--- config.mk ---
export PLATFORM = sky130hd
export DESIGN_NAME = shift_add_mult_ctrl
export DESIGN_NICKNAME = d
export VERILOG_FILES = /design/src/rtl/shift_add_mult_ctrl_pkg.sv /design/src/rtl/shift_add_mult_ctrl_iter_counter.sv /design/src/rtl/shift_add_mult_ctrl.sv
export SDC_FILE = /design/constraint.sdc
export NUM_CORES = 1
export LEC_CHECK = 0
export CORE_AREA = 2 2 39 41
export DETAILED_ROUTE_END_ITERATION = 8
export DIE_AREA = 0 0 41 43
export GPL_TIMING_DRIVEN = 0
export PLACE_DENSITY = 0.72
export SKIP_LAST_GASP = 1
export SYNTH_ARGS = -nofsm -noshare
export SYNTH_HDL_FRONTEND = slang
export SYNTH_SLANG_ARGS = --single-unit
--- constraint.sdc ---
create_clock -name Clock -period 1.67 [get_ports Clock]
set_input_delay 0.334 -clock Clock [delete_from_list [all_inputs] [get_ports Clock]]
set_output_delay 0.334 -clock Clock [all_outputs]
set_load 0.01 [all_outputs]
--- src/rtl/shift_add_mult_ctrl_pkg.sv ---
`timescale 1ns/1ps
`default_nettype none
// ============================================================================
// shift_add_mult_ctrl_pkg : shared state and select encodings for the
//                           shift-and-add multiplier controller.  Rev 1.0
// ============================================================================
package shift_add_mult_ctrl_pkg;

  typedef enum logic [1:0] {
    ST_IDLE    = 2'd0,
    ST_LOAD    = 2'd1,
    ST_ITERATE = 2'd2,
    ST_DONE    = 2'd3
  } state_t;

  // a/b/prod mux selects
  localparam logic SEL_LOAD     = 1'b1;
  localparam logic SEL_FEEDBACK = 1'b0;

  // add/hold select for the product register
  localparam logic ADD_ACC  = 1'b0;
  localparam logic ADD_HOLD = 1'b1;

endpackage : shift_add_mult_ctrl_pkg
`default_nettype wire

--- src/rtl/shift_add_mult_ctrl_iter_counter.sv ---
`timescale 1ns/1ps
`default_nettype none
// ============================================================================
// iter_counter : iteration counter with clear, increment and terminal-count
//                flag at WIDTH-1.  Rev 1.0
// ============================================================================
module iter_counter
  import shift_add_mult_ctrl_pkg::*;
#(
  parameter int WIDTH = 32,
  parameter int CNT_W = 6
) (
  input  logic clk,
  input  logic rst_n,
  input  logic clr,
  input  logic inc,
  output logic last
);

  localparam logic [CNT_W-1:0] LAST_VAL = CNT_W'(WIDTH - 1);

  logic [CNT_W-1:0] count;

  // Holds at WIDTH-1 rather than wrapping; LOAD reloads it for the next run.
  always_ff @(posedge clk or negedge rst_n) begin
    if (!rst_n) begin
      count <= '0;
    end else if (clr) begin
      count <= '0;
    end else if (inc && !last) begin
      count <= count + 1'b1;
    end
  end

  assign last = (count == LAST_VAL);

endmodule : iter_counter
`default_nettype wire

--- src/rtl/shift_add_mult_ctrl.sv ---
`timescale 1ns/1ps
`default_nettype none
// ============================================================================
// shift_add_mult_ctrl : control FSM for the shift-and-add multiplier datapath
//                       with Start/Busy/Done handshake.  Rev 1.0
// ============================================================================
module shift_add_mult_ctrl
  import shift_add_mult_ctrl_pkg::*;
#(
  parameter int WIDTH = 32,
  parameter int CNT_W = 6
) (
  input  logic Clock,
  input  logic Reset,
  input  logic Start,
  input  logic B_LSB,
  output logic a_sel,
  output logic b_sel,
  output logic prod_sel,
  output logic add_sel,
  output logic Shift_Enable,
  output logic Busy,
  output logic Done
);

  logic [1:0] rst_sync;
  logic       rst_n;
  state_t     state;
  state_t     state_next;
  logic       cnt_clr;
  logic       cnt_inc;
  logic       cnt_last;

  // Assert asynchronously, release on the second clock edge.
  always_ff @(posedge Clock or negedge Reset) begin
    if (!Reset) begin
      rst_sync <= 2'b00;
    end else begin
      rst_sync <= {rst_sync[0], 1'b1};
    end
  end

  assign rst_n = rst_sync[1];

  always_ff @(posedge Clock or negedge rst_n) begin
    if (!rst_n) begin
      state <= ST_IDLE;
    end else begin
      state <= state_next;
    end
  end

  assign cnt_clr = (state == ST_LOAD);
  assign cnt_inc = (state == ST_ITERATE);

  iter_counter #(
    .WIDTH (WIDTH),
    .CNT_W (CNT_W)
  ) u_iter_counter (
    .clk   (Clock),
    .rst_n (rst_n),
    .clr   (cnt_clr),
    .inc   (cnt_inc),
    .last  (cnt_last)
  );

  always_comb begin
    state_next   = state;
    a_sel        = SEL_LOAD;
    b_sel        = SEL_LOAD;
    prod_sel     = SEL_FEEDBACK;
    add_sel      = ADD_HOLD;
    Shift_Enable = 1'b0;
    Busy         = 1'b0;
    Done         = 1'b0;

    case (state)
      ST_IDLE: begin
        if (Start) begin
          state_next = ST_LOAD;
        end
      end
      ST_LOAD: begin
        prod_sel   = SEL_LOAD;
        Busy       = 1'b1;
        state_next = ST_ITERATE;
      end
      ST_ITERATE: begin
        a_sel        = SEL_FEEDBACK;
        b_sel        = SEL_FEEDBACK;
        // Only Mealy decode: accumulate when the current multiplier bit is 1.
        add_sel      = B_LSB ? ADD_ACC : ADD_HOLD;
        Shift_Enable = 1'b1;
        Busy         = 1'b1;
        if (cnt_last) begin
          state_next = ST_DONE;
        end
      end
      ST_DONE: begin
        Done       = 1'b1;
        state_next = ST_IDLE;
      end
      default: begin
        state_next = ST_IDLE;
      end
    endcase
  end

endmodule : shift_add_mult_ctrl
`default_nettype wire

After elaboration in Yosys (flattened, before gate mapping)

Index checks and enable logic that the tools add are counted.
Widths: inputs -> output; s select.

Add/sub/neg operators: 1
Eq/ne operators: 6
Mux-type cells: 12
Reduce and logical (&&, ||, !) cells: 6

Operators with widths:

| cell                | number |
|---|---|
| $mux 6              | 2 |
| $pmux 2 s4          | 1 |
| $mux 1              | 7 |
| $add 6x1->6 const B | 1 |
| $eq 6x5->1 const B  | 1 |
| $eq 2x2->1 const B  | 2 |
| $mux 2              | 2 |
| $ne 2x2->1 const B  | 2 |
| $eq 2x1->1 const B  | 1 |
| $logic_not 2->1     | 1 |
| $reduce_and 2->1    | 1 |
| $reduce_bool 2->1   | 1 |
| $reduce_or 2->1     | 1 |
| $logic_and 1x1->1   | 1 |
| $logic_not 1->1     | 1 |

Bits in registers: 10
Output and inout bits: 7
Logic and storage cells: 28

Depth between registers and ports, before layout

Gate-level depths: netlist (run 1).

Depth in word-level cells: 5
Depth in mapped cells: 6
Depth with buffers taken out: 5

Cells and area by module

Synthesis (run 1) repeated with hierarchy kept, for this count alone.

Cells, all modules: 59
Area total of the unflattened synthesis: 611.8 um^2

Modules (own cells, without submodules):

| module              | instances | cells an instance | area an instance (um^2) |
|---|---|---|---|
| iter_counter        | 1         | 39                | 370.4 |
| shift_add_mult_ctrl | 1         | 20                | 241.5 |

Worst setup path before layout (run 1)

Ideal clock, no wire load.

Path kind: register -> register
Start: reg state[0]
End: reg u_iter_counter.count[0]
Library setup time: 0.071 ns
Arrival time: 1.524 ns
Path slack: 0.076 ns
Stages on the path, launching flop included: 7
Clock period less this slack: 1.594 ns
Cells stage by stage: dfrtp_1 > inv_1 > ha_1 > buf_4 > inv_1 > or4_1 > nand4_1

Cells in the longest elaborated chain, start to end: 3

RTL lines:

| what                        | RTL line                               | text |
|---|---|---|
| start: declaration          | shift_add_mult_ctrl.sv:28              | `state_t state;` |
| start signal: assignment    | shift_add_mult_ctrl.sv:49              | `state <= state_next;` |
| $eq 2x2->1                  | shift_add_mult_ctrl.sv:54              | `assign cnt_inc = (state == ST_ITERATE);` |
| $logic_and 1x1->1           | shift_add_mult_ctrl_iter_counter.sv:30 | `end else if (inc && !last) begin` |
| $reduce_bool 2->1 (no line) | -                                      |  |
| end signal: assignment      | shift_add_mult_ctrl_iter_counter.sv:31 | `count <= count + 1'b1;` |
| end: declaration            | shift_add_mult_ctrl_iter_counter.sv:22 | `logic [CNT_W-1:0] count;` |

Several ways; a longest one is shown, not always the timed one.
A chain may end at the register's enable or synchronous reset.

Worst setup path after layout (run 1)

Start: reg state[0]
End: out b_sel

Cells in the longest elaborated chain, start to end: 2

RTL lines:

| what             | RTL line                  | text |
|---|---|---|
| $eq 2x2->1       | shift_add_mult_ctrl.sv:77 | `case (state)` |
| $mux 1           | shift_add_mult_ctrl.sv:77 |  |
| end: declaration | shift_add_mult_ctrl.sv:18 | `output logic b_sel,` |

No other way between the ends.

==> key figures, run 1 <==
Finish
  • Post-route cell area: 802 um^2
  • Number of diodes: 0
  • Area Growth Syn to Fin: 31.4%
  • Most common cell after layout, fill and taps aside: dfrtp_1
  • Share of layout cells above drive strength 1: around 25%
  • Core Util, Final: 58.0%
  • Commonest cells after routing, fill and taps aside: 10 x dfrtp_1, 5 x nand2_1, 5 x nand4_1
  • Layout fillers: 121
  • NumNets Final: 93

Global routing
  • Vias in the first global route: 490
  • Pin count of the biggest net entering global routing: 11
  • Initial antenna violation count: 0
  • Congestion Overflow GR: 0
  • GRT Overall Usage: 19.0%
  • First-pass GRT wire length: roughly 2.2 mm

Critical path
  • Critical Path AT: between 1 and 1.5 ns
  • Slowest-stage cell, CP: dfrtp_1
  • Crit end category: primary output
  • Critical Path Start: state[0]
  • WP buf/inv: 5
  • Setup CP Type: reg2out
  • CP Cell Sequence: inv_2, ha_2, buf_6, inv_4, buf_4, clkbuf_2
  • CP max stage delay: 0.39 ns
  • Startpoint class of the critical path: register
  • Largest delay share family, worst path: buffers and inverters
  • Worst Path Max Fanout: 6
  • Data required time of the worst path: 1.34 ns
  • Worst r2r src: state[0]

Flow run
  • MaxCap Viol Count: 0

Timing
  • Total negative setup slack: 0 ns
  • RSZ-0062 raised after global routing: yes
  • Fmax: ~610 MHz
  • Clk_skew: around 0.0010 ns
  • Final Hold Fails: 0
  • Worst Slack Setup Final: 0.0434 ns
  • Crit share post-route: 97.4%
  • Worst hold slack: roughly 0.14 ns
  • Period minus WS final: approximately 1.6 ns
  • Setup violators final: 0
  • Final slew viol count: 0

Clock network
  • Worst-Skew Late Latency: about 0.27 ns
  • TritonCTS clock tree: yes
  • CTS Hold Buffers Added: 0
  • CTS buffer count: 3
  • Clock sinks: 10
  • H-tree Lvls: 1
  • Root cell of the clock tree: clkbuf_4
  • Reg clk slew, reported paths: 0.07 ns
  • Largest buffer count on any clock path: 2

Floorplan
  • Chip width: approximately 41 um
  • Initial cell density of the core: 44.1%
  • I/O pin count: 11
  • Total core area: 1380 um^2
  • # rows: 14
  • Die area: 1760 um^2
  • Die Y: about 43 um

Detailed routing
  • Total Wirelength: 1.29 mm
  • Drt pass-1 iters: 4
  • Met3 Routed Length: between 60 and 70 um
  • Antenna viol nets, final: 0
  • Met2 wire length: 639 um
  • M1 WL: 537 um
  • Uppermost layer routed: met4
  • Vias/cell: 5.59
  • Via count: 553
  • Post-route DRC violation count: 0
  • Initial DRC count: 24
  • Avg WL per Cell: around 13 um

Synth
  • Syn Area/Cell: 9.39 um^2
  • Post-synth top area cell: dfrtp_1
  • Seq/Total Area, Yosys: 41.0%
  • #FFs+latches synth: 10
  • Synth cell types: 28
  • Synth top area share: 41.0%
  • Post-Syn Instances: 65
  • Syn Std Cell Area: between 600 and 700 um^2
  • Synth top area cells: dfrtp_1 41%, ha_1 10%, nand4_1 5.1%
  • Syn_nets: 74
  • Synth warn: 0

Power and ir drop
  • Worst VDD drop: 0.00115 V
  • PD cells: 1730 nW/um^2
  • LEAKAGE: 0.381 nW

Place
  • Area after DPL: ~730 um^2
  • Post-DP HPWL: 819 um
  • Port Buffers: 10
  • Placement Setup Slack: -0.271 ns
  • Routability cong.: ~0.71

Worst hold path
  • Hold Crit Class: reg2async

Outcome
  • Status: completed
-- synthesized netlist by cell type (all sizes together) --
cell    number
dfrtp       10
ha           5
nand2        5
nand4        5
a21oi        4
buf          4
nor2         4
nor2b        4
inv          3
nand3        3
clkbuf       2
nor3         2
a31o         1
a31oi        1
a32o         1
a32oi        1
and3b        1
and4         1
conb         1
mux2         1
mux2i        1
nand2b       1
nand3b       1
o211ai       1
o21bai       1
or4          1
-- sequential cells by signal, indices dropped and copies added, names as in the netlist --
register / cells
state: 2
rst_sync: 2
u_iter_counter.count: 6
-- logic make-up after synthesis --
| group | share of synthesized area [%] |
|---|---|
| simple gates | 25.2 |
| compound gates | 11.3 |
| fa+ha+maj | 10.2 |
| other cells | 0.614 |
| buf+inv | 8.20 |
| flops | 41.0 |
| mux | 3.48 |
-- routing by layer --
layer | GRT usage (%) | vias up
met4 | 12.0 | 0
met3 | 3.14 | 7
met1 | 25.5 | 260
met2 | 27.2 | 22
met5 | 0 | -
li1 | - | 264
-- through the flow --
| step | total power [mW] | std cells |
|---|---|---|
| finish | 1.39 | 99 |
| global route | 1.52 | 99 |
| CTS | 1.33 | 98 |
| detailed placement | 1.09 | 91 |
| global placement | 1.09 | 91 |
| floorplan | 0.837 | 65 |
-- area by class of cell --
type                       instances  area, um^2  share of cell area (%)
buffer                             6        43.8                    5.46
clock buffer                       4        36.3                    4.52
inverter                           3        13.8                    1.72
multi-input combinational         46         315                    39.3
sequential                        10         250                    31.2
tap                               16        20.0                    2.50
timing repair buffer              14         123                    15.3
-- path summary, 6_finish.rpt --
kind / cells past startpoint / slack, ns / end
min in group Clock: 0 / 0.37 / rst_sync[1]
min: 0 / 0.14 / u_iter_counter.count[5]
min reg2reg: 0 / 0.14 / u_iter_counter.count[5]
max in group asynchronous: 0 / 1.29 / u_iter_counter.count[0]
max reg2reg: 5 / 0.06 / u_iter_counter.count[0]
max: 6 / 0.04 / b_sel
-- power breakdown --
group | internal [mW] | switching, mW
logic | 0.397 | 0.400
clock network | 0.132 | 0.0874
registers | 0.309 | 0.0617
-- what timing repair did --
item | CTS | global route
setup buffers | 3 | 1
endpoints found under the setup margin | 7 | 8
gates resized for setup | 12 | 14
Note: power is estimated with default switching activity, not from simulation.
==> inputs of run 2 (changes only) <==
ABC_AREA = 0   (was unset)
CTS_CLUSTER_DIAMETER = 50   (was unset)
==> results of run 2 <==
Final layout, timing and power as in run 1 (identical DEF).
